File: src/rtl/router_pkg.sv
// router_pkg
//   Shared definitions for the N-channel router control FSM:
//     router_state_e        - 4-bit state encoding
//     ROUTER_DEFAULT_NUM_CH - default number of destination FIFOs
//     addr_in_range()       - header destination check against NUM_CH
package router_pkg;

    localparam int ROUTER_DEFAULT_NUM_CH = 3;

    typedef enum logic [3:0] {
        DECODE_ADDRESS     = 4'd0,
        LOAD_FIRST_DATA    = 4'd1,
        LOAD_DATA          = 4'd2,
        FIFO_FULL_STATE    = 4'd3,
        LOAD_AFTER_FULL    = 4'd4,
        LOAD_PARITY        = 4'd5,
        CHECK_PARITY_ERROR = 4'd6,
        WAIT_TILL_EMPTY    = 4'd7,
        DROP_PACKET        = 4'd8
    } router_state_e;

    function automatic logic addr_in_range(input logic [31:0] addr, input int num_ch);
        return addr < 32'(num_ch);
    endfunction

endpackage

File: src/rtl/router_fsm_nch_if.sv
// router_fsm_nch_if
//   Groups the router FSM inputs (source handshake, FIFO status, register
//   block strobes) and its state/strobe outputs.
//   modport master : the FSM side (drives strobes, samples status)
//   modport slave  : the environment side (source, FIFOs, register block)
interface router_fsm_nch_if #(
    parameter int NUM_CH = 3,
    parameter int ADDR_W = 2
);
    logic              pkt_valid;
    logic [ADDR_W-1:0] din;
    logic [NUM_CH-1:0] fifo_full;
    logic [NUM_CH-1:0] fifo_empty;
    logic [NUM_CH-1:0] soft_rst;
    logic              parity_done;
    logic              low_pkt_valid;

    logic              wr_en_req;
    logic              detect_addr;
    logic              lfd_state;
    logic              ld_state;
    logic              laf_state;
    logic              full_state;
    logic              rst_int_reg;
    logic              busy;
    logic              drop_state;
    logic [ADDR_W-1:0] dest_q;
    logic              wait_timeout;

    modport master (
        input  pkt_valid, din, fifo_full, fifo_empty, soft_rst, parity_done, low_pkt_valid,
        output wr_en_req, detect_addr, lfd_state, ld_state, laf_state, full_state,
               rst_int_reg, busy, drop_state, dest_q, wait_timeout
    );

    modport slave (
        output pkt_valid, din, fifo_full, fifo_empty, soft_rst, parity_done, low_pkt_valid,
        input  wr_en_req, detect_addr, lfd_state, ld_state, laf_state, full_state,
               rst_int_reg, busy, drop_state, dest_q, wait_timeout
    );

endinterface

File: src/rtl/router_fsm_nch.sv
// router_fsm_nch
//   Packet-load sequencer for an input router feeding NUM_CH destination
//   FIFOs. All status gating (full, empty, soft reset) uses only the latched
//   destination channel. Headers addressing a non-existent channel are
//   dropped.
//   Ports: clk, rst (synchronous, active-high), bus (router_fsm_nch_if.master).
//   Optional macro ROUTER_WAIT_TIMEOUT_EN: drop the packet after WAIT_TIMEOUT
//   cycles in WAIT_TILL_EMPTY and pulse wait_timeout; otherwise the wait is
//   unbounded and wait_timeout is tied 0.
//
//   state              | meaning
//   DECODE_ADDRESS     | idle, waiting for a header byte
//   WAIT_TILL_EMPTY    | destination FIFO not yet empty
//   LOAD_FIRST_DATA    | header byte written
//   LOAD_DATA          | payload bytes being written
//   FIFO_FULL_STATE    | destination full, source held
//   LOAD_AFTER_FULL    | resume after full
//   LOAD_PARITY        | parity byte written
//   CHECK_PARITY_ERROR | parity compare in register block
//   DROP_PACKET        | discarding a packet with an invalid address
module router_fsm_nch
    import router_pkg::*;
#(
    parameter int NUM_CH       = ROUTER_DEFAULT_NUM_CH,
    parameter int ADDR_W       = 2,
    parameter int WAIT_TIMEOUT = 16
) (
    input  logic              clk,
    input  logic              rst,
    router_fsm_nch_if.master  bus
);

    // Status vectors widened to the full address span so any dest/din value
    // indexes in range; the padding bits are never selected by a valid channel.
    localparam int ADDR_SPAN = 2 ** ADDR_W;

    logic [ADDR_SPAN-1:0] full_ext, empty_ext, srst_ext;
    assign full_ext  = ADDR_SPAN'(bus.fifo_full);
    assign empty_ext = ADDR_SPAN'(bus.fifo_empty);
    assign srst_ext  = ADDR_SPAN'(bus.soft_rst);

    router_state_e     state_q, state_d;
    logic [ADDR_W-1:0] dest_q, dest_d;

    logic dest_full, dest_empty, dest_srst, hdr_empty, hdr_ok;
    assign dest_full  = full_ext[dest_q];
    assign dest_empty = empty_ext[dest_q];
    assign dest_srst  = srst_ext[dest_q];
    assign hdr_empty  = empty_ext[bus.din];
    assign hdr_ok     = addr_in_range(32'(bus.din), NUM_CH);

`ifdef ROUTER_WAIT_TIMEOUT_EN
    localparam int CNT_W = $clog2(WAIT_TIMEOUT + 1);

    logic [CNT_W-1:0] cnt_q, cnt_d;
    logic             wto_q, wto_d;
    logic             timeout_hit;

    // Any cycle outside the wait state clears the count, so it starts at 0
    // on every entry.
    assign cnt_d       = (state_q == WAIT_TILL_EMPTY) ? cnt_q + CNT_W'(1) : '0;
    assign timeout_hit = (state_q == WAIT_TILL_EMPTY) && (cnt_q == CNT_W'(WAIT_TIMEOUT - 1));

    always_ff @(posedge clk) begin
        if (rst) begin
            cnt_q <= '0;
            wto_q <= 1'b0;
        end else begin
            cnt_q <= cnt_d;
            wto_q <= wto_d;
        end
    end

    assign bus.wait_timeout = wto_q;
`else
    assign bus.wait_timeout = 1'b0;
`endif

    always_ff @(posedge clk) begin
        if (rst) begin
            state_q <= DECODE_ADDRESS;
            dest_q  <= '0;
        end else begin
            state_q <= state_d;
            dest_q  <= dest_d;
        end
    end

    always_comb begin
        state_d = state_q;
        dest_d  = dest_q;
`ifdef ROUTER_WAIT_TIMEOUT_EN
        wto_d   = 1'b0;
`endif
        case (state_q)
            DECODE_ADDRESS: begin
                if (bus.pkt_valid) begin
                    if (!hdr_ok) begin
                        state_d = DROP_PACKET;
                    end else begin
                        dest_d  = bus.din;
                        state_d = hdr_empty ? LOAD_FIRST_DATA : WAIT_TILL_EMPTY;
                    end
                end
            end
            WAIT_TILL_EMPTY: begin
                if (dest_empty) begin
                    state_d = LOAD_FIRST_DATA;
                end
`ifdef ROUTER_WAIT_TIMEOUT_EN
                else if (timeout_hit) begin
                    state_d = DROP_PACKET;
                    wto_d   = 1'b1;
                end
`endif
            end
            LOAD_FIRST_DATA: state_d = LOAD_DATA;
            LOAD_DATA: begin
                if (dest_full)           state_d = FIFO_FULL_STATE;
                else if (!bus.pkt_valid) state_d = LOAD_PARITY;
            end
            FIFO_FULL_STATE: begin
                if (!dest_full) state_d = LOAD_AFTER_FULL;
            end
            LOAD_AFTER_FULL: begin
                if (bus.parity_done)        state_d = DECODE_ADDRESS;
                else if (bus.low_pkt_valid) state_d = LOAD_PARITY;
                else                        state_d = LOAD_DATA;
            end
            LOAD_PARITY:        state_d = CHECK_PARITY_ERROR;
            CHECK_PARITY_ERROR: state_d = dest_full ? FIFO_FULL_STATE : DECODE_ADDRESS;
            DROP_PACKET: begin
                if (!bus.pkt_valid) state_d = DECODE_ADDRESS;
            end
            default: state_d = DECODE_ADDRESS;
        endcase

        // Soft reset of the active channel aborts the packet; idle and drop
        // have no channel to abort.
        if (dest_srst && state_q != DECODE_ADDRESS && state_q != DROP_PACKET) begin
            state_d = DECODE_ADDRESS;
`ifdef ROUTER_WAIT_TIMEOUT_EN
            wto_d   = 1'b0;
`endif
        end
    end

    always_comb begin
        bus.detect_addr = 1'b0;
        bus.lfd_state   = 1'b0;
        bus.ld_state    = 1'b0;
        bus.laf_state   = 1'b0;
        bus.full_state  = 1'b0;
        bus.rst_int_reg = 1'b0;
        bus.wr_en_req   = 1'b0;
        bus.busy        = 1'b0;
        bus.drop_state  = 1'b0;
        case (state_q)
            DECODE_ADDRESS:  bus.detect_addr = 1'b1;
            WAIT_TILL_EMPTY: bus.busy        = 1'b1;
            LOAD_FIRST_DATA: begin
                bus.lfd_state = 1'b1;
                bus.busy      = 1'b1;
            end
            LOAD_DATA: begin
                bus.ld_state  = 1'b1;
                bus.wr_en_req = 1'b1;
            end
            FIFO_FULL_STATE: begin
                bus.full_state = 1'b1;
                bus.busy       = 1'b1;
            end
            LOAD_AFTER_FULL: begin
                bus.laf_state = 1'b1;
                bus.wr_en_req = 1'b1;
                bus.busy      = 1'b1;
            end
            LOAD_PARITY: begin
                bus.wr_en_req = 1'b1;
                bus.busy      = 1'b1;
            end
            CHECK_PARITY_ERROR: begin
                bus.rst_int_reg = 1'b1;
                bus.busy        = 1'b1;
            end
            DROP_PACKET: bus.drop_state = 1'b1;
            default: ;
        endcase
    end

    assign bus.dest_q = dest_q;

endmodule

File: src/flat_wrapper.sv
// flat-port wrapper written by rule: the top's interface ports become plain ports
module router_fsm_nch_flat import router_pkg::*;
#(
    parameter int NUM_CH       = ROUTER_DEFAULT_NUM_CH,
    parameter int ADDR_W       = 2,
    parameter int WAIT_TIMEOUT = 16
)
  (clk, rst, bus_pkt_valid, bus_din, bus_fifo_full, bus_fifo_empty, bus_soft_rst, bus_parity_done, bus_low_pkt_valid, bus_wr_en_req, bus_detect_addr, bus_lfd_state, bus_ld_state, bus_laf_state, bus_full_state, bus_rst_int_reg, bus_busy, bus_drop_state, bus_dest_q, bus_wait_timeout);
  router_fsm_nch_if #(.NUM_CH(NUM_CH), .ADDR_W(ADDR_W)) bus_i ();
  input  logic clk;
  input  logic rst;
  input wire logic [$bits(bus_i.pkt_valid)-1:0] bus_pkt_valid;
  input wire logic [$bits(bus_i.din)-1:0] bus_din;
  input wire logic [$bits(bus_i.fifo_full)-1:0] bus_fifo_full;
  input wire logic [$bits(bus_i.fifo_empty)-1:0] bus_fifo_empty;
  input wire logic [$bits(bus_i.soft_rst)-1:0] bus_soft_rst;
  input wire logic [$bits(bus_i.parity_done)-1:0] bus_parity_done;
  input wire logic [$bits(bus_i.low_pkt_valid)-1:0] bus_low_pkt_valid;
  output wire logic [$bits(bus_i.wr_en_req)-1:0] bus_wr_en_req;
  output wire logic [$bits(bus_i.detect_addr)-1:0] bus_detect_addr;
  output wire logic [$bits(bus_i.lfd_state)-1:0] bus_lfd_state;
  output wire logic [$bits(bus_i.ld_state)-1:0] bus_ld_state;
  output wire logic [$bits(bus_i.laf_state)-1:0] bus_laf_state;
  output wire logic [$bits(bus_i.full_state)-1:0] bus_full_state;
  output wire logic [$bits(bus_i.rst_int_reg)-1:0] bus_rst_int_reg;
  output wire logic [$bits(bus_i.busy)-1:0] bus_busy;
  output wire logic [$bits(bus_i.drop_state)-1:0] bus_drop_state;
  output wire logic [$bits(bus_i.dest_q)-1:0] bus_dest_q;
  output wire logic [$bits(bus_i.wait_timeout)-1:0] bus_wait_timeout;
  assign bus_i.pkt_valid = bus_pkt_valid;
  assign bus_i.din = bus_din;
  assign bus_i.fifo_full = bus_fifo_full;
  assign bus_i.fifo_empty = bus_fifo_empty;
  assign bus_i.soft_rst = bus_soft_rst;
  assign bus_i.parity_done = bus_parity_done;
  assign bus_i.low_pkt_valid = bus_low_pkt_valid;
  assign bus_wr_en_req = bus_i.wr_en_req;
  assign bus_detect_addr = bus_i.detect_addr;
  assign bus_lfd_state = bus_i.lfd_state;
  assign bus_ld_state = bus_i.ld_state;
  assign bus_laf_state = bus_i.laf_state;
  assign bus_full_state = bus_i.full_state;
  assign bus_rst_int_reg = bus_i.rst_int_reg;
  assign bus_busy = bus_i.busy;
  assign bus_drop_state = bus_i.drop_state;
  assign bus_dest_q = bus_i.dest_q;
  assign bus_wait_timeout = bus_i.wait_timeout;
  router_fsm_nch #(.NUM_CH(NUM_CH), .ADDR_W(ADDR_W), .WAIT_TIMEOUT(WAIT_TIMEOUT)) u_core (.clk(clk), .rst(rst), .bus(bus_i));
endmodule
File: config.mk
export PLATFORM = sky130hd
export DESIGN_NAME = router_fsm_nch_flat
export DESIGN_NICKNAME = d
export VERILOG_FILES = /design/src/rtl/router_pkg.sv /design/src/rtl/router_fsm_nch_if.sv /design/src/rtl/router_fsm_nch.sv /design/src/flat_wrapper.sv
export SDC_FILE = /design/constraint.sdc
export NUM_CORES = 1
export LEC_CHECK = 0
export BUFFER_PORTS_ARGS = -buffer_cell sky130_fd_sc_hd__buf_2
export CAP_MARGIN = 20
export CORE_MARGIN = 2
export CORE_UTILIZATION = 42
export DETAILED_ROUTE_END_ITERATION = 8
export PLACE_DENSITY = 0.84
export SLEW_MARGIN = 20
export SYNTH_ARGS = -nofsm -noshare
export SYNTH_HDL_FRONTEND = slang
export SYNTH_SLANG_ARGS = --single-unit
export TNS_END_PERCENT = 5
File: constraint.sdc
create_clock -name clk -period 1.5 [get_ports clk]
set_clock_uncertainty 0.05 [all_clocks]
set_input_delay 0.15 -clock clk [delete_from_list [all_inputs] [get_ports clk]]
set_output_delay 0.15 -clock clk [all_outputs]
set_load 0.01 [all_outputs]
==> results by group <==
Power
  – Worst VDD drop: 0.8483 mV
  – Static leakage: 0.4097 nW
  – Power Total: 0.001594 W
  – PwrDens: 1719 nW/um^2

Clock tree
  – Clock root buffer: clkbuf_4
  – CTS tree: yes
  – CTS buffer count: 3
  – H-Tree Depth: 1
  – Clock latency on the worst-skew pair: 0.25 ns
  – CTS Buffer Depth: 2
  – Clock-pin slew on the worst setup and hold paths: 0.05 ns
  – CTS sink cnt: 6
  – Cts hold-fix bufs: 0

Global route
  – Vias in the first global route: 690
  – Initial antenna violation count: 0
  – Global route total overflow: 0
  – Largest net degree at the start of global routing: 12
  – Global-route usage over all layers: 0.2036
  – First-pass GRT wire length: 2911 um

Die
  – Initial Util: 0.4435
  – Top Ports: 28
  – CORE AREA: 1506 um^2
  – Die Height: 43.89 um
  – Row count: 14
  – Die W: 43.89 um
  – Die area: just under 2000 um^2

Final layout
  – Area grow syn2layout: 38.76%
  – Diode count: 0
  – Number of fill cells: 137
  – Nets: ~130
  – Layout cell share with drive strength beyond 1: 0.4569

Critical path
  – Crit end category: flop
  – CP Launch Point: u_core.bus.dest_q[1]
  – Reg-to-reg critical path startpoint: u_core.bus.dest_q[1]
  – WS Path Type: reg2reg
  – Crit path required time: 1.58 ns
  – Peak fanout along the critical path: 5
  – Critical path data arrival time: 1.65 ns
  – Worst Setup Start Kind: flop

Hold path
  – Hold path start: rst
  – Worst Hold Class: in2reg

Yosys
  – Cell variety after synth: 36
  – Sequential area share after synthesis: 0.1798
  – Seq cells post-synth: 6
  – Top-count cell post-synth: nor2_1
  – Yosys top cell area share: 0.1798
  – Synthesized net count: 102
  – Ys Warns: 0
  – Post-synth EDFFs: 0
  – Synth Flop Type: dfxtp_1
  – Area contributors post-synth: dfxtp_1, mux2i_1, nor2_1
  – Post-Synthesis Cells: 86
  – Commonest cells post-synth: nor2_1, dfxtp_1, o21ai_0
  – Synth area leader: dfxtp_1
  – Post-synthesis cell area: 668.1 um^2
  – Ys async rst share: 0
  – Mean Syn Cell Area: 7.769 um^2

Placed design
  – PortBufs: 26
  – Pre-CTS setup slack: -0.05263 ns
  – RD Place Congestion: roughly 1
  – Post-detail-place hpwl: ~1400 um

Routing
  – Vias per Instance: 5.727
  – Drt wl/cell: 14.43 um
  – Initial DRC count: 8
  – Via Count: 756
  – 1st-pass router iterations: 5
  – DRC violations left: 0
  – Final ANT Viol Nets: 0
  – Final wirelength: 1905 um

Timing
  – Clock period minus worst slack: 1.567 ns
  – Setup-failing EPs final: 3
  – Fin. max-slew vios: 0
  – Setup WS post-layout: -0.06737 ns
  – Fin crit share: 1.045
  – RSZ-0062 raised after global routing: yes
  – Final hold violation count: 0
  – Fmax: 0.6380 GHz
  – Setup TNS: -0.1940 ns

Outcome
  – Violated checks: negative setup slack
  – Outcome: finished with violations

Flow run
  – Max_cap viols: 0
[cells by family (layout without fill, tap and decap cells)]
| group | Yosys count | in the layout | share of synthesized area |
|---|---|---|---|
| muxes | 6 | 6 | 0.09550 |
| other | 1 | 1 | 0.005613 |
| DFF | 6 | 6 | 0.1798 |
| xor gates and xnor gates | 2 | 2 | 0.02622 |
| and+or+nand+nor | 39 | 39 | 0.3427 |
| AOI/OAI and AO/OA | 23 | 23 | 0.2659 |
| buffers and inverters | 9 | 39 | 0.08426 |
[cells in the final DEF (no fill, tap or decap), types with 2 or more instances in the layout]
cell type   n
a21oi_1     3
and2_1      2
buf_2      26
buf_4       7
clkbuf_4    3
dfxtp_2     3
dfxtp_4     2
inv_1       2
mux2i_1     4
mux2i_4     2
nand2_1     4
nand2b_1    2
nand3_1     2
nand3b_1    3
nor2_1     10
nor2b_1     3
nor3_1      4
o21ai_0     6
o21ai_1     3
or3_1       2
[report_power, final]
part           internal [W]  switching [W]  total (W)
clock             0.0000912      0.0000685   0.000160
sequential         0.000227       0.000136   0.000363
combinational      0.000499       0.000572    0.00107
[critical path, cell delays in order, from the launching register on]
cell	delay, ns
dfxtp_4	0.36
buf_6	0.13
nand3b_1	0.22
o21a_1	0.18
o311ai_4	0.26
a21o_1	0.17
a21oi_2	0.06
[per-layer routing]
metal	global-route usage	wire length, um
met1	0.2406	758
met3	0.05000	112
met2	0.3441	975
met4	0.09091	59
met5	0	0
[cell type report]
type | instances | area [um^2] | area share
Inverter | 2 | 7.507 | 0.008097
Clock buffer | 3 | 22.52 | 0.02429
Sequential cell | 6 | 131.4 | 0.1417
Tap cell | 16 | 20.02 | 0.02159
Timing Repair Buffer | 34 | 193.9 | 0.2092
Multi-Input combinational cell | 71 | 551.8 | 0.5951
[stage by stage]
stage | std cells | utilization | cell area (um^2) | hold WS [ns]
5_1_grt | 132 | 0.6154 | 927.1 | 0.07833
3_3_place_gp | 128 | 0.5515 | 830.8 | 0.3404
4_1_cts | 131 | 0.5731 | 863.3 | 0.08058
6_report | 132 | 0.6154 | 927.1 | 0.07700
3_5_place_dp | 128 | 0.5515 | 830.8 | 0.3492
2_1_floorplan | 86 | - | 676.9 | 0.1793
[worst paths after layout]
| path | endpoint | slack [ns] | cells past startpoint |
|---|---|---|---|
| worst min register to register | u_core.state_q[0] | 0.51 | 2 |
| worst min-delay path | u_core.bus.dest_q[1] | 0.08 | 2 |
| worst max-delay path | u_core.state_q[2] | -0.07 | 6 |
| worst max register to register | u_core.state_q[2] | -0.07 | 6 |
[registers in the layout, indices dropped and copies added, names as in the netlist]
register           cells
u_core.state_q         4
u_core.bus.dest_q      2
[timing repair]
| action | 4_1_cts | 5_1_grt |
|---|---|---|
| endpoints found under the setup margin | 8 | 12 |
| pin swaps | 1 | 4 |
| setup buffers | 0 | 1 |
| cloned | 0 | 0 |
| resized for setup | 5 | 11 |
Power figures use the tool's default switching activity.
